### config.mk
export PLATFORM = sky130hd
export DESIGN_NAME = instruction_fetch_unit_flat
export DESIGN_NICKNAME = d
export VERILOG_FILES = /design/src/rtl/instruction_fetch_unit_pkg.sv /design/src/rtl/instruction_fetch_unit_if.sv /design/src/rtl/instruction_fetch_unit_fifo.sv /design/src/rtl/instruction_fetch_unit.sv /design/src/flat_wrapper.sv
export SDC_FILE = /design/constraint.sdc
export NUM_CORES = 1
export LEC_CHECK = 0
export BUFFER_PORTS_ARGS = -buffer_cell sky130_fd_sc_hd__buf_4
export CAP_MARGIN = 40
export CORE_UTILIZATION = 35
export CTS_CLUSTER_SIZE = 30
export DETAILED_ROUTE_END_ITERATION = 10
export MAX_ROUTING_LAYER = met4
export RECOVER_POWER = 50
export SYNTH_ARGS = -nofsm -noshare
export SYNTH_HDL_FRONTEND = slang
export SYNTH_HIERARCHICAL = 1
export SYNTH_SLANG_ARGS = --single-unit
export TNS_END_PERCENT = 100
### constraint.sdc
create_clock -name clk -period 3.3 [get_ports clk]
set_input_delay 0.33 -clock clk [delete_from_list [all_inputs] [get_ports clk]]
set_output_delay 0.33 -clock clk [all_outputs]
set_load 0.05 [all_outputs]
### src/rtl/instruction_fetch_unit_pkg.sv
// Shared types and constants for the instruction fetch unit and its clients.
package instruction_fetch_unit_pkg;

    localparam int                WORD_W        = 32;
    localparam int                DEFAULT_DEPTH = 4;
    localparam logic [WORD_W-1:0] RESET_PC      = 32'h0;

    // FILL: nothing buffered and nothing in flight; RUN: otherwise.
    typedef enum logic {
        ST_FILL = 1'b0,
        ST_RUN  = 1'b1
    } ifu_state_e;

    // One prefetch buffer entry: the word and the address it came from.
    typedef struct packed {
        logic [WORD_W-1:0] pc;
        logic [WORD_W-1:0] word;
    } fetch_entry_t;

endpackage

### src/rtl/instruction_fetch_unit_if.sv
// Bundles the RAM read port, the redirect input and the decode handshake.
interface instruction_fetch_unit_if;
    import instruction_fetch_unit_pkg::*;

    logic [WORD_W-1:0] mem_a;
    logic              mem_rw;
    logic              mem_rd;
    logic [WORD_W-1:0] mem_dout;
    logic              br_valid;
    logic [WORD_W-1:0] br_target;
    logic              instr_valid;
    logic              instr_ready;
    logic [WORD_W-1:0] instr;
    logic [WORD_W-1:0] instr_pc;

    // Fetch unit side.
    modport master (
        output mem_a, mem_rw, mem_rd, instr_valid, instr, instr_pc,
        input  mem_dout, br_valid, br_target, instr_ready
    );

    // Memory / execute / decode side.
    modport slave (
        input  mem_a, mem_rw, mem_rd, instr_valid, instr, instr_pc,
        output mem_dout, br_valid, br_target, instr_ready
    );

endinterface

### src/rtl/instruction_fetch_unit_fifo.sv
// Prefetch buffer: DEPTH entries of {pc, word}, flush has priority over push/pop.
module instruction_fifo
    import instruction_fetch_unit_pkg::*;
#(
    parameter int DEPTH = DEFAULT_DEPTH
) (
    input  logic                   clk,
    input  logic                   rst,
    input  logic                   push_i,
    input  fetch_entry_t           push_data_i,
    input  logic                   pop_i,
    input  logic                   flush_i,
    output fetch_entry_t           head_o,
    output logic [$clog2(DEPTH):0] count_o
);

    localparam int AW = $clog2(DEPTH);
    localparam int CW = AW + 1;

    fetch_entry_t  mem_q [DEPTH];
    logic [AW-1:0] wr_ptr_q;
    logic [AW-1:0] rd_ptr_q;
    logic [CW-1:0] count_q;
    logic          do_pop;
    logic          do_push;

    // A push into a full buffer is accepted when the head leaves in the same cycle.
    assign do_pop  = pop_i && (count_q != '0);
    assign do_push = push_i && ((count_q != CW'(DEPTH)) || do_pop);

    // Pointer and occupancy bookkeeping; pointers wrap naturally since DEPTH is a power of two.
    always_ff @(posedge clk) begin
        if (rst || flush_i) begin
            wr_ptr_q <= '0;
            rd_ptr_q <= '0;
            count_q  <= '0;
        end else begin
            if (do_push) wr_ptr_q <= wr_ptr_q + 1'b1;
            if (do_pop)  rd_ptr_q <= rd_ptr_q + 1'b1;
            count_q <= count_q + CW'(do_push) - CW'(do_pop);
        end
    end

    // Entry storage carries data only, so it is never reset.
    always_ff @(posedge clk) begin
        if (do_push) mem_q[wr_ptr_q] <= push_data_i;
    end

    assign head_o  = mem_q[rd_ptr_q];
    assign count_o = count_q;

endmodule

### src/rtl/instruction_fetch_unit.sv
// Instruction fetch unit: word-addressed prefetcher in front of a 1-cycle RAM,
// with a small buffer toward decode and a redirect input from execute.
module instruction_fetch_unit #(
    parameter int                                              DEPTH    = instruction_fetch_unit_pkg::DEFAULT_DEPTH,
    parameter logic [instruction_fetch_unit_pkg::WORD_W-1:0] RESET_PC = instruction_fetch_unit_pkg::RESET_PC
) (
    input  logic                        clk,
    input  logic                        rst,
    instruction_fetch_unit_if.master    bus
);
    import instruction_fetch_unit_pkg::*;

    localparam int CW = $clog2(DEPTH) + 1;
    localparam int OW = CW + 1;

    ifu_state_e        state_q;
    logic [WORD_W-1:0] pc_q;
    logic [WORD_W-1:0] inflight_pc_q;
    logic              inflight_q;
    logic [CW-1:0]     fifo_count;
    fetch_entry_t      head;
    fetch_entry_t      push_data;
    logic              pop;
    logic              push;
    logic              issue;
    logic [OW-1:0]     occupancy;
    logic [OW-1:0]     count_after;

    // A pop offered alongside a redirect is voided by the flush inside the buffer.
    assign pop  = bus.instr_valid & bus.instr_ready;
    // The response arriving during a redirect belongs to the old stream and is dropped.
    assign push = inflight_q & ~bus.br_valid;

    // Slots already promised (buffered + in flight) minus the one leaving now.
    assign occupancy   = OW'(fifo_count) + OW'(inflight_q) - OW'(pop);
    assign issue       = ~rst & ~bus.br_valid & (occupancy < OW'(DEPTH));
    assign count_after = OW'(fifo_count) + OW'(push) - OW'(pop);

    assign push_data = '{pc: inflight_pc_q, word: bus.mem_dout};

    instruction_fifo #(
        .DEPTH (DEPTH)
    ) u_fifo (
        .clk         (clk),
        .rst         (rst),
        .push_i      (push),
        .push_data_i (push_data),
        .pop_i       (pop),
        .flush_i     (bus.br_valid),
        .head_o      (head),
        .count_o     (fifo_count)
    );

    // Fetch PC, in-flight flag and FILL/RUN state advance together.
    always_ff @(posedge clk) begin
        if (rst) begin
            pc_q       <= RESET_PC;
            inflight_q <= 1'b0;
            state_q    <= ST_FILL;
        end else begin
            inflight_q <= issue;
            if (bus.br_valid) begin
                pc_q <= bus.br_target;
            end else if (issue) begin
                pc_q <= pc_q + WORD_W'(1);
            end
            case (state_q)
                ST_FILL: if (issue) state_q <= ST_RUN;
                ST_RUN:  if (bus.br_valid || ((count_after == '0) && !issue)) state_q <= ST_FILL;
                default: state_q <= ST_FILL;
            endcase
        end
    end

    // Address tag for the response that returns next cycle.
    always_ff @(posedge clk) begin
        if (issue) inflight_pc_q <= pc_q;
    end

    assign bus.mem_a       = pc_q;
    assign bus.mem_rw      = 1'b0;
    assign bus.mem_rd      = issue;
    assign bus.instr_valid = (fifo_count != '0) & ~rst;
    assign bus.instr       = head.word;
    assign bus.instr_pc    = head.pc;

endmodule

### src/flat_wrapper.sv
// flat-port wrapper written by rule: the top's interface ports become plain ports
module instruction_fetch_unit_flat import instruction_fetch_unit_pkg::*;
#(
    parameter int                                              DEPTH    = instruction_fetch_unit_pkg::DEFAULT_DEPTH,
    parameter logic [instruction_fetch_unit_pkg::WORD_W-1:0] RESET_PC = instruction_fetch_unit_pkg::RESET_PC
)
  (clk, rst, bus_mem_a, bus_mem_rw, bus_mem_rd, bus_instr_valid, bus_instr, bus_instr_pc, bus_mem_dout, bus_br_valid, bus_br_target, bus_instr_ready);
  instruction_fetch_unit_if bus_i ();
  input  logic clk;
  input  logic rst;
  output wire logic [$bits(bus_i.mem_a)-1:0] bus_mem_a;
  output wire logic [$bits(bus_i.mem_rw)-1:0] bus_mem_rw;
  output wire logic [$bits(bus_i.mem_rd)-1:0] bus_mem_rd;
  output wire logic [$bits(bus_i.instr_valid)-1:0] bus_instr_valid;
  output wire logic [$bits(bus_i.instr)-1:0] bus_instr;
  output wire logic [$bits(bus_i.instr_pc)-1:0] bus_instr_pc;
  input wire logic [$bits(bus_i.mem_dout)-1:0] bus_mem_dout;
  input wire logic [$bits(bus_i.br_valid)-1:0] bus_br_valid;
  input wire logic [$bits(bus_i.br_target)-1:0] bus_br_target;
  input wire logic [$bits(bus_i.instr_ready)-1:0] bus_instr_ready;
  assign bus_mem_a = bus_i.mem_a;
  assign bus_mem_rw = bus_i.mem_rw;
  assign bus_mem_rd = bus_i.mem_rd;
  assign bus_instr_valid = bus_i.instr_valid;
  assign bus_instr = bus_i.instr;
  assign bus_instr_pc = bus_i.instr_pc;
  assign bus_i.mem_dout = bus_mem_dout;
  assign bus_i.br_valid = bus_br_valid;
  assign bus_i.br_target = bus_br_target;
  assign bus_i.instr_ready = bus_instr_ready;
  instruction_fetch_unit #(.DEPTH(DEPTH), .RESET_PC(RESET_PC)) u_core (.clk(clk), .rst(rst), .bus(bus_i));
endmodule
* After elaboration in Yosys (flattened, before gate mapping)
Memories as Yosys holds them, arrays and structs flattened. A register that Yosys moved wholly into a read port is not among the register bits.
Cells that the tools add are included.
Widths: inputs -> output; s select.
** Word-level totals
- Register bits after elaboration :: 72
- Bits in writable memories :: 256
- Input bits :: 68
- Output and inout bits :: 99
- Word-level logic and storage cells :: 35
- Memories kept :: 1
** Cells by class
- $add $sub $neg :: 7
- $lt $le $gt $ge :: 1
- Equal/unequal tests :: 1
- Muxes and demuxes :: 6
- Bitwise gates (word level) :: 7
- Reductions and logical operators :: 6
** Memories
- u_core.u_fifo.mem_q :: depth 4, bits a word 64, read ports 1, clocked after memory_dff 1, wr ports 1, line instruction_fetch_unit_fifo.sv:20 : fetch_entry_t mem_q [DEPTH];
** Operator list (count)
- $mux 32 :: 2
- $add 32x1->32 const B :: 1
- $and 1x1->1 :: 5
- $add 2x1->2 const B :: 2
- $add 3x1->4 :: 1
- $lt 4x3->1 const B :: 1
- $mux 2 :: 2
- $sub 4x1->4 :: 1
- $add 3x1->3 :: 1
- $ne 3x3->1 const B :: 1
- $reduce_bool 3->1 :: 1
- $sub 3x1->3 :: 1
- $logic_and 1x1->1 :: 2
- $logic_or 1x1->1 :: 2
- $mux 1 :: 2
- $not 1->1 :: 2
- $reduce_bool 2->1 :: 1

* Longest topological paths before layout
Gate-level depths: netlist (run 1).
- Depth in word-level cells :: 8
- Gate-level depth with buffers :: 14
- Depth with buffers taken out :: 14

* Hierarchy
Netlist (run 1), hierarchy kept.
** Modules (own cells, without submodules)
- instruction_fifo :: times used 1, cells an instance 380, area each 9678.0 µm², seq. area each 7867.5 µm²
- instruction_fetch_unit :: times used 1, cells an instance 279, area each 3096.7 µm², seq. area each 1621.6 µm²

* Worst setup path before layout (run 1)
Ideal clock, no wire load.
- Kind :: register to register
- From :: register u_core.u_fifo.count_q[1] (netlist: u_core/u_fifo/count_o[1])
- To :: register u_core.inflight_pc_q[0] (enable)
- Setup time :: 409 ps
- Arrival time :: 4313 ps
- Required time :: 2891 ps
- Path slack :: -1421 ps
- Cell stages (with the launch flop) :: 13
- Clock period less this slack :: 4721 ps
- Path through :: dfxtp_1 > inv_1 > a31oi_1 > and2_1 > ha_1 > inv_1 > ha_1 > and3b_1 > or4_1 > buf_6 > buf_6 > nand2_1 > and2_1
** Between the ends
- Word-level cells in the longest chain between the ends :: 6
- Elaborated cells between the ends (all ways) :: 7
** Ends and longest elaborated chain
- start, declared :: line instruction_fetch_unit_fifo.sv:23 : logic [CW-1:0] count_q;
- start signal, assigned :: line instruction_fetch_unit_fifo.sv:40 : count_q <= count_q + CW'(do_push) - CW'(do_pop);
- $reduce_bool 3->1 :: line instruction_fetch_unit.sv:83 : assign bus.instr_valid = (fifo_count != '0) & ~rst;
- $and 1x1->1 :: line instruction_fetch_unit.sv:83
- named net bus_instr_valid :: line flat_wrapper.sv:14 : output wire logic [$bits(bus_i.instr_valid)-1:0] bus_instr_valid;
- $and 1x1->1 :: line instruction_fetch_unit.sv:30 : assign pop = bus.instr_valid & bus.instr_ready;
- named net u_core.pop :: line instruction_fetch_unit.sv:23 : logic pop;
- $sub 4x1->4 :: line instruction_fetch_unit.sv:35 : assign occupancy = OW'(fifo_count) + OW'(inflight_q) - OW'(pop);
- $lt 4x3->1 :: line instruction_fetch_unit.sv:36 : assign issue = ~rst & ~bus.br_valid & (occupancy < OW'(DEPTH));
- $and 1x1->1 :: line instruction_fetch_unit.sv:36
- named net bus_mem_rd :: line flat_wrapper.sv:13 : output wire logic [$bits(bus_i.mem_rd)-1:0] bus_mem_rd;
- end signal, assigned :: line instruction_fetch_unit.sv:77 : if (issue) inflight_pc_q <= pc_q;
- end, declared :: line instruction_fetch_unit.sv:18 : logic [WORD_W-1:0] inflight_pc_q;
The timed path passes the listed nets, and every way through them passes these cells.
A chain may end at the register's enable or synchronous reset.

* Worst setup path in the final report (run 1)
- From :: register u_core.u_fifo.count_q[0] (netlist: u_core/u_fifo/count_o[0])
- To :: output bus_mem_rd
** Between the ends
- Word-level cells in the longest chain between the ends :: 6
- Elaborated cells between the ends (all ways) :: 7
** Ends and longest elaborated chain (line)
- $reduce_bool 3->1 :: instruction_fetch_unit.sv:83
- $and 1x1->1 :: instruction_fetch_unit.sv:83
- $and 1x1->1 :: instruction_fetch_unit.sv:30
- named net u_core.pop :: instruction_fetch_unit.sv:23
- $sub 4x1->4 :: instruction_fetch_unit.sv:35
- $lt 4x3->1 :: instruction_fetch_unit.sv:36
- $and 1x1->1 :: instruction_fetch_unit.sv:36
- end, declared :: flat_wrapper.sv:13
The timed path passes the listed nets, and every way through them passes these cells.

==> results.md, run 1 <==
- Starting Density: 0.357
- Vias: 6790
- HP Class: primary input to flip-flop
- Clock latency on the worst-skew pair: between 500 and 600 ps
- CTS tree: done
- Net Count, Synth: approximately 740
- Final setup violation count: 0
- Post-DP Area: about 15000 µm²
- Final Hold Fails: 0
- Chip width: 193 µm
- First-pass GRT wire length: 40.9 mm
- Leak: 0.00517 µW
- Synth-to-Final Area Change: 24.6%
- Ys flop type: edfxtp_1
- Slew Limit Fails: 0
- Total gr overflow: 0
- Unrepaired setup endpoints after global routing: false
- CTS Sinks: 330
- Max_slew headroom: 0.122
- Diode count: 0
- Crit path kind: flip-flop to output port
- Synthesized area: 12800 µm²
- Startpoint types: flip-flop
- Commonest cells in the netlist: edfxtp_1 (288), mux4_2 (64), dfxtp_1 (42), nor2_1 (26), xnor2_1 (21)
- TritonCTS Buffers: 37
- Seq/Total Area, Yosys: 0.743
- Vias in the first global route: 6911
- Initial antenna violation count: 0
- Required time worst endpoint: 2970 ps
- DR vias/cell: 4.96
- Post-DR wirelength/cell: 19.8 µm
- Crit path capture type: output port
- Largest net degree at the start of global routing: 39
- Number of synthesized flops with an enable pin: 288
- Distinct cells, synth: 62
- Fraction of layout instances using a drive strength above 1: 0.310
- Synth top area share: 0.677
- Maximum clock rate: 0.314 GHz
- Critical path's slowest cell: or4_4
- Minimum clock period: 3180 ps
- Maximum vdd drop: about 0.31 mV
- DRT iter0 DRCs: 352
- Critical Path, Cell by Cell: inv_1 > a31oi_4 > and2_4 > ha_1 > inv_1 > ha_1 > and3b_2 > or4_4 > buf_12 > nand2_4 > and2_4 > buf_8
- GRT Util Overall: 0.152
- PortBufs: 165
- Routability cong.: 0.801
- Worst-path clk slew: 60 ps
- Total Nets Final: 960
- Synth warn: 6
- Post-synthesis instance total: 659
- Post-Route WL: roughly 27 mm
- Pre-antenna DRT Iters: 8
- Slew @ Worst Pin: 1320 ps
- Row count: 69
- Core footprint: 35700 µm²
- Final std cells w/o fill: 1370
- Max-Cap Viols: 0
- Final design utilization: 0.445
- Pwr/cell area: around 570 nW/µm²
- Avg Inst Size Synth: approximately 19 µm²
- Buf/Inv on CP: 4
- Dpl hpwl: about 18 mm
- Synth area leader: edfxtp_1
- Status: finished with violations
- Critical R2R Launch: u_core/u_fifo/count_o[0]
- CP arrival: 2850 ps
- Hold_sp: bus_br_target[0]
- H-tree depth: 2
- Post-route cell area: around 16000 µm²
- Synth async-reset ratio: 0
- I/O pin total: 167
- Die Y: a little under 200 µm
- CP top delay family: simple AND/OR/NAND/NOR gates
- Antenna viol nets, final: 0
- Layout filler cell count: 3179
- CP Max Fanout: 5
- CP max stage delay: 430 ps
- Final period utilization: 0.964
- Count leader, synth: edfxtp_1
- Setup TNS: 0 ps
- Overall Power: 9040 µW
- CTS root buffer: clkbuf_16
- Top post-synthesis cells by area: edfxtp_1 (68%), mux4_2 (11%), dfxtp_1 (6.6%)
- Yosys reg bits: 330
- Placed Cells: 1280
- Critical Path Source: u_core/u_fifo/count_o[0]
- CTS Buffer Depth: 3
- Residual DRC count: 10
- Failing checks: DRC
- Die footprint: 37300 µm²
- Clock skew: 16.2 ps
==> state kept, by name, summed over array words and instances, names as in the netlist, named ones only <==
signal                  cells
u_core/u_fifo/count_o       3
u_core/u_fifo/mem_q       256
u_core/u_fifo/wr_ptr_q      2
u_core/u_fifo/rd_ptr_q      2
u_core/inflight_q           1
u_core/bus.mem_a           32
u_core/inflight_pc_q       32
==> final cells by class <==
type                    instances  area [µm²]  share of cell area
repair buffers                215        1510              0.0951
flip-flops and latches        330        9510               0.598
inverters                      17        63.8             0.00401
clock inverters                22         160              0.0101
well taps                     461         577              0.0363
clock buffers                  45         998              0.0628
multi-input cells             280        3090               0.194
==> layer usage <==
metal / share of wire / track usage / vias to the layer above
met3: 0.051 / 0.0264 / 35
li1: - / - / 3133
met5: 0 / - / -
met4: 0.017 / 0.0394 / 0
met2: 0.47 / 0.232 / 194
met1: 0.46 / 0.210 / 3428
==> final timing paths <==
check                                             endpoint  cells past startpoint  slack (ps)
worst min-delay path                   u_core/bus.mem_a[0]                      2          30
worst min register to register  u_core/u_fifo/mem_q[2][50]                      0         500
worst max-delay path                            bus_mem_rd                     12         120
worst max register to register        u_core/bus.mem_a[28]                     13         260
==> cell families (layout without fill, tap and decap cells) <==
kind of cell | after synthesis | in the layout | synth area share
flops | 330 | 330 | 0.743
buf+inv | 49 | 299 | 0.0182
other cells | 1 | 1 | 0.000294
fa+ha+maj | 11 | 11 | 0.0114
compound gates | 73 | 73 | 0.0486
mux | 67 | 67 | 0.115
xor+xnor | 28 | 28 | 0.0192
simple gates | 100 | 100 | 0.0444
==> cell usage in the layout, fill, tap and decap left out, drive strengths merged, types with 10 or more instances in the layout <==
master,Yosys,layout
nand2,15,15
inv,17,18
nor2,26,26
dfxtp,42,42
ha,10,10
xnor2,21,21
dlygate4sd3,0,16
clkinv,0,17
edfxtp,288,288
clkbuf,13,111
buf,19,133
a211oi,27,27
mux4,64,64
==> power breakdown <==
part	total, µW	switching (µW)	internal [µW]
logic	484	328	156
clock network	3860	1550	2310
registers	4700	81.1	4620
total	9040	1960	7080
==> stage by stage <==
stage          hold slack (ps)  setup WS, ps
2_1_floorplan              394          10.7
3_3_place_gp               478           362
3_5_place_dp               492           279
4_1_cts                  0.203          42.1
5_1_grt                   11.4          9.16
6_report                  28.2           119
==> repair_timing <==
action,4_1_cts,5_1_grt
hold buffers,14,2
resized for setup,9,1
buffers inserted,3,4
pin swaps,0,1
setup endpoints to repair,1,1
endpoints found under the hold margin,53,8
Power figures use the tool's default switching activity.
==> run 2, diff against run 1 <==
--- a/config.mk
+++ b/config.mk
@@ -7,6 +7,7 @@
 export LEC_CHECK = 0
 export BUFFER_PORTS_ARGS = -buffer_cell sky130_fd_sc_hd__buf_4
 export CAP_MARGIN = 40
+export CORE_ASPECT_RATIO = 0.7
 export CORE_UTILIZATION = 35
 export CTS_CLUSTER_SIZE = 30
 export DETAILED_ROUTE_END_ITERATION = 10
==> results.md, run 2 (same netlist as run 1, synthesis figures left out) <==
- Sequential cell area: 9510 µm² (unchanged)
- Starting Density: 0.356 (-0.00179)
- P_int: 7020 µW (-0.78%)
- Switching power: 2010 µW (+2.5%)
- Post-route worst setup slack: 48.2 ps (-70.5 ps)
- Chip width: 230 µm (+19%)
- Worst-path clk slew: 60 ps (about the same)
- CP Max Fanout: 5 (unchanged)
- Clock latency on the worst-skew pair: 530 ps (about the same)
- First-pass GRT wire length: 43.8 mm (+7.0%)
- Clock skew: 18.8 ps (+2.59 ps)
- CTS Buffer Depth: 3 (unchanged)
- Antenna viol nets, final: 0 (unchanged)
- Largest Register: u_core/u_fifo/mem_q
- Dpl hpwl: 18.6 mm (+4.1%)
- Status: complete, no violations
- Final period utilization: 0.985 (+0.0214)
- Fraction of layout instances using a drive strength above 1: 0.351 (+0.0406)
- Crit path kind: flip-flop to output port
- GR Util met1: 0.230 (+0.0195)
- Crit path capture type: output port
- Leak: 0.00531 µW (+2.8%)
- GRT Util Overall: 0.162 (+0.00960)
- Final Hold Fails: 0 (unchanged)
- Critical R2R Launch: u_core/u_fifo/count_o[1]
- Setup crit end: bus_mem_rd
- Row count: 58 (-16%)
- GRT busiest layer: met2
- Die footprint: 37300 µm² (about the same)
- Area of the multi-input gates: 3130 µm² (+1.3%)
- Residual DRC count: 0 (-10)
- Startpoint types: flip-flop
- Placed Cells: 1292 (+0.94%)
- Maximum vdd drop: 0.349 mV (+13%)
- Worst Hold Slack: 55.0 ps (+26.8 ps)
- TritonCTS Buffers: 36 (-2.7%)
- DR vias/cell: 4.93 (-0.43%)
- CP arrival: 2920 ps (+70 ps)
- Layout filler cell count: 3137 (-1.3%)
- Reg2reg setup slack: 130 ps (-130 ps)
- Total gr overflow: 0 (unchanged)
- Max_slew headroom: 0.600 (+0.479)
- Routability cong.: 0.784 (-2.2%)
- Clock power frac: 0.421 (-0.006)
- DRT iter0 DRCs: 412 (+17%)
- Core footprint: 35900 µm² (+0.50%)
- Critical Path Source: u_core/u_fifo/count_o[1]
- HP Class: primary input to flip-flop
- Vias in the first global route: 7104 (+2.8%)
- Post-DR wirelength/cell: 20.6 µm (+4.4%)
- Minimum clock period: 3250 ps (+70.5 ps)
- H-tree depth: 2 (unchanged)
- Met3 Track Usage GR: 0.0395 (+0.0131)
- Largest register FFs: 256 (unchanged)
- Maximum clock rate: 0.308 GHz (-2.2%)
- CTS root buffer: clkbuf_16
- Worst reg2reg path depth: 16 (+3)
- Largest net degree at the start of global routing: 45 (+15%)
- Most frequent cells in the layout: edfxtp_1 (288), buf_4 (153), mux4_2 (64), clkbuf_1 (41)
- Initial antenna violation count: 0 (unchanged)
- Pwr/cell area: 559 nW/µm² (-1.5%)
- Max-Cap Viols: 0 (unchanged)
- Synth-to-Final Area Change: 26.4%
- Most common cell after layout, fill and taps aside: edfxtp_1
- PortBufs: 165 (unchanged)
- Vias: 6884 (+1.4%)
- Dpl ws: 266 ps (-13.1 ps)
- Final setup violation count: 0 (unchanged)
- Final std cells w/o fill: 1395 (+1.8%)
- Slew @ Worst Pin: 597 ps (-720 ps)
- Combinational Power Share: 0.058 (+0.004)
- CTS Sinks: 330 (unchanged)
- GRT met2 Usage: 0.231 (-0.00117)
- Post-Route WL: 28.8 mm (+6.3%)
- Seq pwr share: 0.520 (about the same)
- Pre-antenna DRT Iters: 5 (-3)
- Die Y: 162 µm (-16%)
- Sw frac: 0.222 (+0.00561)
- Total Nets Final: 967 (+0.73%)
- Worst R2R End: u_core/u_fifo/count_o[2]
- Slew Limit Fails: 0 (unchanged)
- I/O pin total: 167 (unchanged)
- Required time worst endpoint: 2970 ps (about the same)
- Diode count: 0 (unchanged)
- CTS tree: done
## run 2: cell types whose count changed in the layout (fill, tap and decap cells not counted), moves of 3 or more
cell           delta
dlygate4sd3_1    +12
buf_4            +29
clkinv_1          -7
clkbuf_1         -31
clkbuf_4          +3
## run 2: worst min path at each step
stage	from	end	slack, ps	cells past startpoint
after floorplan	rst	u_core/u_fifo/count_o[1]	390	1
final	bus_br_target[28]	u_core/bus.mem_a[28]	50	3
after global routing	bus_br_target[30]	u_core/bus.mem_a[30]	40	3
after CTS	bus_mem_dout[16]	u_core/u_fifo/mem_q[0][16]	1	1
after global placement	u_core/inflight_pc_q[25]	u_core/u_fifo/mem_q[2][57]	480	0
after detailed placement	u_core/inflight_pc_q[18]	u_core/u_fifo/mem_q[3][50]	480	0
## run 2: final cells by class
type | instances | share of cell area
multi-input cells | 280 | 0.194
inverters | 17 | 0.00411
well taps | 480 | 0.0372
repair buffers | 223 | 0.107
flip-flops and latches | 330 | 0.589
clock inverters | 15 | 0.00690
clock buffers | 50 | 0.0623
## run 2: metrics by stage
stage,total power [µW],setup TNS (ps),utilization,instance area (µm²)
floorplan,5060,0,-,12800
global placement,5300,0,0.411,14800
detailed placement,5310,0,0.411,14800
CTS,9170,0,0.450,16200
global route,9340,-40.3,0.450,16100
finish,9030,0,0.450,16100
## run 2: worst max-delay path, stage by stage (launching register included)
cell and delay (ps):
dfxtp_4 360, inv_1 150, a31oi_4 110, and2_4 190, ha_4 150, inv_2 60
ha_4 190, and3b_2 240, or4_4 550, nand2_4 90, and2_4 170, buf_8 150
## run 2: power groups by stage
| stage | sequential [µW] | clock, µW | combinational [µW] |
|---|---|---|---|
| after floorplan | 4850 | 0 | 207 |
| after global placement | 4790 | 0 | 515 |
| after detailed placement | 4790 | 0 | 518 |
| after CTS | 4700 | 3920 | 548 |
| after global routing | 4710 | 4070 | 559 |
| final | 4700 | 3810 | 527 |
## run 2: what timing repair did
action / in CTS / in global routing
setup buffers: 1 / 9
hold buffers: 28 / 0
pin swaps: 0 / 6
hold endpoints to repair: 101 / 0
gates resized for setup: 5 / 8
endpoints found under the setup margin: 1 / 1
## run 2: metal layers
layer  up-vias  share of wire
li1       3145              -
met1      3466           0.47
met2       232           0.44
met3        41          0.069
met4         0          0.017
met5         -              0
==> run 3, diff against run 2 <==
--- a/config.mk
+++ b/config.mk
@@ -11,6 +11,7 @@
 export CORE_UTILIZATION = 35
 export CTS_CLUSTER_SIZE = 30
 export DETAILED_ROUTE_END_ITERATION = 10
+export HOLD_SLACK_MARGIN = 0.12
 export MAX_ROUTING_LAYER = met4
 export RECOVER_POWER = 50
 export SYNTH_ARGS = -nofsm -noshare
==> results.md, run 3 (same netlist as run 1, synthesis figures left out) <==
- Status: complete, no violations
- Final std cells w/o fill: 1427 (+2.3%)
- Dpl hpwl: 18.6 mm (unchanged)
- Pre-antenna DRT Iters: 5 (unchanged)
- Worst reg2reg path depth: 16 (unchanged)
- TritonCTS Buffers: 36 (unchanged)
- Total gr overflow: 0 (unchanged)
- HP Class: primary input to flip-flop
- Max_slew headroom: 0.606 (+0.00522)
- Startpoint types: flip-flop
- Slew Limit Fails: 0 (unchanged)
- DRT iter0 DRCs: 396 (-3.9%)
- Post-Route WL: 29.1 mm (+0.92%)
- CP Max Fanout: 5 (unchanged)
- CTS Sinks: 330 (unchanged)
- GRT Util Overall: 0.163 (+0.00149)
- Chip width: 230 µm (unchanged)
- Most frequent cells in the layout: edfxtp_1 (288), buf_4 (153), mux4_2 (64), dlygate4sd3_1 (60), clkbuf_1 (41)
- Final Hold Fails: 0 (unchanged)
- Crit path kind: flip-flop to output port
- Row count: 58 (unchanged)
- Hold EP: u_core/bus.mem_a[27]
- CP arrival: 2930 ps (about the same)
- Core footprint: 35900 µm² (unchanged)
- Hold_sp: bus_br_target[27]
- Die Y: 162 µm (unchanged)
- Antenna viol nets, final: 0 (unchanged)
- Maximum vdd drop: 0.349 mV (+0.12%)
- CTS root buffer: clkbuf_16
- Routability cong.: 0.784 (unchanged)
- Largest register FFs: 256 (unchanged)
- Largest Register: u_core/u_fifo/mem_q
- Worst-path clk slew: 60 ps (about the same)
- Maximum clock rate: 0.307 GHz (-0.33%)
- Synth-to-Final Area Change: 28.9%
- Most common cell after layout, fill and taps aside: edfxtp_1
- CTS Buffer Depth: 3 (unchanged)
- Final period utilization: 0.989 (+0.00326)
- Largest net degree at the start of global routing: 45 (unchanged)
- Minimum clock period: 3260 ps (+10.8 ps)
- Starting Density: 0.356 (unchanged)
- Clock skew: 18.8 ps (-0.00560 ps)
- Residual DRC count: 0 (unchanged)
- I/O pin total: 167 (unchanged)
- Post-DR wirelength/cell: 20.4 µm (-1.3%)
- CTS tree: done
- Critical R2R Launch: u_core/u_fifo/count_o[1]
- Placed Cells: 1292 (unchanged)
- Total Nets Final: 999 (+3.3%)
- Vias: 7026 (+2.1%)
- Overall Power: 9060 µW (+0.29%)
- Worst hold path cell count: 4 (+1)
- Fraction of layout instances using a drive strength above 1: 0.339 (-0.0119)
- Slew @ Worst Pin: 589 ps (-7.81 ps)
- Reg2reg setup slack: 130 ps (about the same)
- Final setup violation count: 0 (unchanged)
- Required time worst endpoint: 2970 ps (about the same)
- Vias in the first global route: 7279 (+2.5%)
- Die footprint: 37300 µm² (unchanged)
- Leak: 0.00545 µW (+2.5%)
- H-tree depth: 2 (unchanged)
- Clock latency on the worst-skew pair: 530 ps (about the same)
- Worst R2R End: u_core/u_fifo/count_o[2]
- Pwr/cell area: 550 nW/µm² (-1.7%)
- Diode count: 0 (unchanged)
- Initial antenna violation count: 0 (unchanged)
- PortBufs: 165 (unchanged)
- DR vias/cell: 4.92 (-0.23%)
- Max-Cap Viols: 0 (unchanged)
- First-pass GRT wire length: 44.2 mm (+1.1%)
- Crit path capture type: output port
-- run 3: cell types whose count changed in the layout (fill, tap and decap cells not counted) --
| cell | change |
|---|---|
| dlygate4sd3_1 | +32 |
-- run 3: worst max path at each step --
stage,from,end,slack (ps),depth (start not counted)
floorplan,u_core/u_fifo/count_o[0],u_core/inflight_pc_q[0],10,12
global placement,u_core/u_fifo/count_o[1],bus_mem_rd,300,11
detailed placement,u_core/u_fifo/count_o[0],bus_mem_rd,270,11
CTS,u_core/u_fifo/count_o[2],bus_mem_rd,30,11
global route,u_core/u_fifo/count_o[1],bus_mem_rd,-30,11
finish,u_core/u_fifo/count_o[1],bus_mem_rd,40,11
-- run 3: timing repair --
| action | in CTS | in global routing |
|---|---|---|
| endpoints found under the hold margin | 156 | 0 |
| buffers inserted | 1 | 9 |
| hold buffers | 60 | 0 |
| endpoints found under the setup margin | 1 | 1 |
| pin swaps | 0 | 6 |
| gates resized for setup | 5 | 8 |
-- run 3: layout make-up --
type | count | area, µm²
clock inverter | 15 | 111
inverter | 17 | 66.3
tap | 480 | 601
clock buffer | 50 | 1010
sequential | 330 | 9510
multi-input combinational | 280 | 3130
timing repair buffer | 255 | 2050
fill | 3101 | 19500
-- run 3: through the flow --
step | setup WS [ps] | area, µm² | hold WS [ps] | utilization | TNS, ps
after floorplan | 10.7 | 12800 | 394 | - | 0
after global placement | 298 | 14800 | 481 | 0.411 | 0
after detailed placement | 266 | 14800 | 485 | 0.411 | 0
after CTS | 28.4 | 16500 | 122 | 0.459 | 0
after global routing | -32.5 | 16500 | 165 | 0.458 | -40.9
final | 37.4 | 16500 | 156 | 0.458 | 0
-- run 3: worst max-delay path, stage by stage (launching register included) --
cell and delay, ps:
dfxtp_4 360, inv_1 150, a31oi_4 110, and2_4 190, ha_4 150, inv_2 60
ha_4 190, and3b_2 240, or4_4 550, nand2_4 90, and2_4 160, buf_8 150
-- run 3: layer usage --
| layer | wire length [µm] | track usage | vias up |
|---|---|---|---|
| met4 | 478 | 0.0427 | 0 |
| li1 | - | - | 3207 |
| met5 | 0 | - | - |
| met2 | 12800 | 0.236 | 241 |
| met1 | 13700 | 0.230 | 3537 |
| met3 | 2060 | 0.0393 | 41 |
-- run 3: power breakdown --
part / internal (µW) / switching, µW / leakage [µW] / total, µW
clock network: 2220 / 1580 / 0.000554 / 3800
logic: 213 / 346 / 0.00192 / 560
registers: 4610 / 84.2 / 0.00297 / 4700
